--- src/rtl/seg7_scan_ctrl.sv ---
// Four-digit multiplexed seven-segment driver with a one-deep pending buffer
// so that display updates land only on frame boundaries.
module seg7_scan_ctrl #(
    parameter int unsigned CLK_DIV = 50000
) (
    input  logic        ACLK,
    input  logic        ARESET,
    input  logic [15:0] disp_value,
    input  logic        disp_valid,
    output logic        disp_ready,
    input  logic [3:0]  blank_mask,
    input  logic        enable,
    output logic [3:0]  SEG_ANODE,
    output logic [6:0]  SEG_CATHODE,
    output logic        frame_tick
);

    localparam int unsigned PW = (CLK_DIV > 2) ? $clog2(CLK_DIV) : 1;
    localparam logic [PW-1:0] PRESC_MAX = PW'(CLK_DIV - 1);

    logic [PW-1:0] presc;
    logic [1:0]    dig;
    logic [15:0]   shadow;
    logic [15:0]   pend_val;
    logic          pend;

    logic          slot_end;
    logic          boundary;
    logic          xfer;
    logic [3:0]    nibble;
    logic [6:0]    seg;

    assign disp_ready = ~pend;

    always_comb begin
        slot_end = (presc == PRESC_MAX);
        boundary = enable && slot_end && (dig == 2'd3);
        xfer     = disp_valid && !pend;

        nibble = shadow[3:0];
        case (dig)
            2'd0: nibble = shadow[3:0];
            2'd1: nibble = shadow[7:4];
            2'd2: nibble = shadow[11:8];
            2'd3: nibble = shadow[15:12];
            default: nibble = shadow[3:0];
        endcase

        // Active-low, bit order gfedcba.
        seg = 7'h7F;
        case (nibble)
            4'h0: seg = 7'h40;
            4'h1: seg = 7'h79;
            4'h2: seg = 7'h24;
            4'h3: seg = 7'h30;
            4'h4: seg = 7'h19;
            4'h5: seg = 7'h12;
            4'h6: seg = 7'h02;
            4'h7: seg = 7'h78;
            4'h8: seg = 7'h00;
            4'h9: seg = 7'h10;
            4'hA: seg = 7'h08;
            4'hB: seg = 7'h03;
            4'hC: seg = 7'h46;
            4'hD: seg = 7'h21;
            4'hE: seg = 7'h06;
            4'hF: seg = 7'h0E;
            default: seg = 7'h7F;
        endcase
    end

    always_ff @(posedge ACLK) begin
        if (ARESET) begin
            presc       <= '0;
            dig         <= '0;
            shadow      <= '0;
            pend_val    <= '0;
            pend        <= 1'b0;
            SEG_ANODE   <= '1;
            SEG_CATHODE <= '1;
            frame_tick  <= 1'b0;
        end else begin
            frame_tick <= boundary;

            if (!enable || blank_mask[dig]) begin
                SEG_ANODE   <= '1;
                SEG_CATHODE <= '1;
            end else begin
                SEG_ANODE   <= ~(4'b0001 << dig);
                SEG_CATHODE <= seg;
            end

            if (!enable) begin
                presc <= '0;
                dig   <= '0;
                if (xfer) begin
                    shadow <= disp_value;
                end
            end else begin
                if (slot_end) begin
                    presc <= '0;
                    dig   <= dig + 2'd1;
                end else begin
                    presc <= presc + 1'b1;
                end

                // A pending value wins the boundary; ready is low then, so no
                // new transfer can collide with it.
                if (boundary) begin
                    if (pend) begin
                        shadow <= pend_val;
                        pend   <= 1'b0;
                    end else if (xfer) begin
                        shadow <= disp_value;
                    end
                end else if (xfer) begin
                    pend_val <= disp_value;
                    pend     <= 1'b1;
                end
            end
        end
    end

endmodule

--- config.mk ---
export PLATFORM = sky130hd
export DESIGN_NAME = seg7_scan_ctrl
export DESIGN_NICKNAME = d
export VERILOG_FILES = /design/src/rtl/seg7_scan_ctrl.sv
export SDC_FILE = /design/constraint.sdc
export NUM_CORES = 1
export LEC_CHECK = 0
export ABC_AREA = 1
export CAP_MARGIN = 20
export CORE_UTILIZATION = 50
export CTS_CLUSTER_SIZE = 10
export DETAILED_ROUTE_END_ITERATION = 6
export HOLD_SLACK_MARGIN = 0.02
export PLACE_DENSITY = 0.73
export REMOVE_ABC_BUFFERS = 1
export SYNTH_ARGS = -nofsm -noshare
export SYNTH_HDL_FRONTEND = slang
export SYNTH_SLANG_ARGS = --single-unit
--- constraint.sdc ---
create_clock -name ACLK -period 2.7 [get_ports ACLK]
set_input_delay 0.81 -clock ACLK [delete_from_list [all_inputs] [get_ports ACLK]]
set_output_delay 0.81 -clock ACLK [all_outputs]
set_load 0.005 [all_outputs]
Yosys cells after proc, flatten, opt, wreduce, memory -nomap -nowiden
Memory sizes are Yosys's and may differ from the RTL's. A register that Yosys moved wholly into a read port is not among the register bits.
Index checks and enable logic that the tools add are counted.
W data, S select, Z words.
{"block": "word_totals", "n_memories": 1, "input_bits": 24, "word_cells": 43, "regBits": 56, "output_inout_bits": 13, "rom_bits": 112}
{"block": "op_classes", "order_cmp": 1, "muxes": 9, "addsub": 2, "reduce_logical": 13, "eq_ne": 5, "n_shift": 1, "bitwise_logic": 4}
{"name": "(no name shown)", "words": 16, "width": 7, "rd": 1, "rd_clocked_by_memory_dff": 1, "write_ports": 0, "line_no": "51", "source": "case (nibble)"}
{"cell": "$mux W16", "count": 4}
{"cell": "$add A16 B1 Y16 const B", "count": 1}
{"cell": "$eq A16 B16 Y1 const B", "count": 1}
{"cell": "$pmux W4 S4", "count": 1}
{"cell": "$eq A2 B2 Y1 const B", "count": 2}
{"cell": "$not A4 Y4", "count": 1}
{"cell": "$reduce_or A2 Y1", "count": 2}
{"cell": "$shl A1 B2 Y4 const A", "count": 1}
{"cell": "$logic_and A1 B1 Y1", "count": 3}
{"cell": "$lt A2 B3 Y1 const B", "count": 1}
{"cell": "$mux W1", "count": 3}
{"cell": "$not A1 Y1", "count": 3}
{"cell": "$reduce_and A3 Y1", "count": 1}
{"cell": "$reduce_or A3 Y1", "count": 1}
{"cell": "$add A2 B1 Y2 const B", "count": 1}
{"cell": "$bmux W1 S2", "count": 1}
{"cell": "$eq A2 B1 Y1 const B", "count": 1}
{"cell": "$logic_not A1 Y1", "count": 2}
{"cell": "$logic_not A2 Y1", "count": 1}
{"cell": "$ne A2 B1 Y1 const B", "count": 1}
{"cell": "$reduce_and A2 Y1", "count": 1}
{"cell": "$reduce_bool A2 Y1", "count": 1}
{"cell": "$logic_or A1 B1 Y1", "count": 1}

Depth between registers and ports, before layout
{"block": "depth", "ltp_word": 6, "mapped_depth": 11, "depth_no_buf": 11}

Worst setup path before layout
Ideal clock, no wire load.
{"block": "synth_timing", "kind": "register -> register", "from": "register dig[0]", "to": "register SEG_CATHODE[0]", "setup_ns": 0.117, "synth_period_minus_slack_ns": 1.970, "required_ns": 2.583, "path_buffers": 0, "setup_slack_ns": 0.730, "path_stages_with_launch": 12, "t_arrival_ns": 1.853, "path_cell_list": "dfxtp_1 > inv_1 > ha_1 > inv_2 > nand2_1 > o22ai_1 > inv_1 > ha_1 > inv_1 > nor2_1 > a21oi_1 > nand2_1"}
{"block": "synth_between", "elab_chain_cells": 4, "word_cells_on_any_way": 9, "classes_between": "3 x eq/ne; 3 x mux; 3 x reduce/logical"}
{"item": "from (decl)", "line_no": "22", "source": "logic [1:0] dig;"}
{"item": "from (signal assigned)", "line_no": "102", "source": "dig <= dig + 2'd1;"}
{"item": "$bmux W1 S2", "line_no": "85", "source": "if (!enable || blank_mask[dig]) begin"}
{"item": "$mux W1 (not written as such)", "line_no": "85"}
{"item": "$logic_or A1 B1 Y1", "line_no": "85"}
{"item": "$reduce_or A2 Y1 (no source line)"}
{"item": "to (decl)", "line_no": "14", "source": "output logic [6:0] SEG_CATHODE,"}
Parallel ways exist; a longest one is shown, timed or not. The select of a mux whose other input is x is not followed.
A chain may end at the register's enable or synchronous reset.

Worst setup path after layout
Ends and elaborated chain as after synthesis.

==> impl_metrics.tcl <==
set metrics [dict create \
    status "complete, no violations" \
    initial_core_util_pct 52.0 \
    die_h_um 80.7 \
    clk_pin_slew_ns 0.07 \
    area_delta_synth_final_pct 19.3 \
    track_usage_pct 21.3 \
    numClockSinks 63 \
    ys_ff_latch 63 \
    fin_setup_tns_ns 0 \
    wl_mm 6.22 \
    powerDensity_mw_per_mm2 571 \
    final_hold_viol_count 0 \
    layout_commonest_cell "nand2_1" \
    rsz0062_at_grt "false" \
    synth-warning-count 0 \
    finalMaxSlewViolations 0 \
    worst-setup-path-type "reg -> reg" \
    vias 2779 \
    hold_depth 1 \
    grt_overflow 0 \
    finalNetCount 520 \
    hold_buffers 0 \
    fin_crit_sh_pct 77.7 \
    p_int_w 0.00159 \
    syn_inst 445 \
    wire_per_inst_um 11.0 \
    drtPass1Iterations 4 \
    grt_pass1_vias 2565 \
    clk_latency_ns 0.34 \
    h-tree-depth 3 \
    syn_area_mm2 0.00309 \
    r2r_cells 12 \
    synth_cell_types 30 \
    pwr-share-comb_pct 12.2 \
    slew-limit-headroom_pct 62.5 \
    cts_buffers 9 \
    ant_nets 0 \
    ir_drop_mv 0.345 \
    core_area_mm2 0.00596 \
    ys_top_cells_by_area "dfxtp_1 (41%), nand2_1 (17%), nor2_1 (8.1%), a21oi_1 (5.0%), inv_1 (5.0%)" \
    synth_top_area_share_pct 40.8 \
    drc 0 \
    grt_start_max_net_pins 34 \
    period_needed_ns 2.10 \
    cts_buffer_depth 2 \
    leakagePower_nw 1.60 \
    cts_tree "yes" \
    worst_slack_ns 0.603 \
    drv_cap 0 \
    cp.required_ns 2.94 \
    placementRows 28 \
    worstMarginPinSlew_ns 0.560 \
    finalSetupViolations 0 \
    gp_congestion 0.864 \
    worst_setup_path_start_kind "flop" \
    antenna_cells 0 \
    p_sw_share_pct 24.7 \
    crit_fanout 7 \
    cts_resized 0 \
    layout_common_cells "nand2_1 (140), nor2_1 (67), dfxtp_1 (63)" \
    hold_class "reg -> reg" \
    timing.fmax_ghz 0.477 \
    seq_area_frac_synth_pct 40.8 \
    cts_root_buffer "clkbuf_8" \
    drt_first_iter_violations 146 \
    die_x_um 80.7 \
    place_worst_setup_slack_ns 0.281 \
    grt_pass1_wl_mm 10.7 \
    endpoint_kind "flop" \
    detailed_place_hpwl_mm 4.31 \
    drive_above_1_share_pct 7.77 \
    worst_ep_arrival_time_ns 2.34 \
    clock_skew_ns 0.00645 \
    cts_setup_buffers 0 \
    ios 37 \
    portBuffers 36 \
    via_per_inst 4.93 \
    yosysTopAreaCell "dfxtp_1" \
    clock_power_share_pct 40.6 \
    dieArea_mm2 0.00651 \
    switchingPower_w 0.000520 \
    seqPwrFrac_pct 47.3 \
    syn_area_per_cell_um2 6.95 \
    reg2reg_slack_ns 0.60 \
    antenna_found_initial 0 \
]
[area by class of cell]
class,count,area (um^2)
Fill cell,557,2260
Multi-Input combinational cell,323,1560
Sequential cell,63,1260
Timing Repair Buffer,41,398
Inverter,46,173
Clock buffer,13,169
Tap cell,75,93.8
Clock inverter,3,40.0
[state kept, by name, summed over array words and instances, names as in the netlist]
name         count
pend_val        16
presc           16
shadow          16
SEG_CATHODE      7
SEG_ANODE        4
dig              2
frame_tick       1
pend             1
[worst paths after layout]
path / start / endpoint
setup / recovery: dig[0] / SEG_CATHODE[0]
hold / removal: presc[0] / presc[0]
setup reg to reg: dig[0] / SEG_CATHODE[0]
hold reg to reg: presc[0] / presc[0]
[critical path: stages, from the launching register on]
cell and delay [ns]:
dfxtp_1 0.40, inv_1 0.16, ha_1 0.28, inv_2 0.11
nand2_1 0.06, o22ai_1 0.15, buf_4 0.17, inv_1 0.07
ha_1 0.21, inv_1 0.08, nor2_1 0.05, a21oi_1 0.18
nand2_1 0.07
[per-stage QoR]
stage          power [W]  util (%)  hold slack [ns]  area [um^2]  instances
5_1_grt          0.00221      62.0            0.472         3690        564
2_1_floorplan    0.00117         -            0.418         2990        432
3_5_place_dp     0.00127      58.5            0.444         3480        548
6_report         0.00211      62.0            0.448         3690        564
4_1_cts          0.00212      62.0            0.450         3690        564
3_3_place_gp     0.00126      58.5            0.429         3480        548
[synthesized netlist by cell type (all sizes together)]
master  instances
a21oi          31
buf            13
clkinv          1
dfxtp          63
ha             12
inv            45
nand2         144
nand3          24
nand4           3
nor2           70
nor3            5
nor3b           1
o211ai          2
o21a            2
o21ai           6
o22ai          19
or2             2
xor2            2
[logic make-up (layout without fill, tap and decap cells)]
family | count (synthesis) | in the layout | share of synthesized area [%]
and+or+nand+nor | 249 | 249 | 33.8
buffers and inverters | 59 | 103 | 8.94
xor gates and xnor gates | 2 | 2 | 0.566
AOI/OAI and AO/OA | 60 | 60 | 11.1
DFF | 63 | 63 | 40.8
adders and majority gates | 12 | 12 | 4.85
[metal layers]
layer  up-vias  routed length [um]  global-route usage, %
met4         0                  82                   9.64
met3        10                 232                   5.11
met1      1239                3140                   25.5
met5         -                   0                      0
li1       1492                   -                      -
met2        38                2760                   35.7
[power groups by stage]
stage                     sequential (W)  clock (W)  combinational, W
final                           0.000995   0.000855          0.000256
after global placement           0.00102          0          0.000249
after CTS                       0.000995   0.000871          0.000257
after floorplan                  0.00101          0          0.000158
after global routing             0.00100   0.000916          0.000293
after detailed placement         0.00102          0          0.000254
No activity file was read; power rests on OpenSTA's default activity.
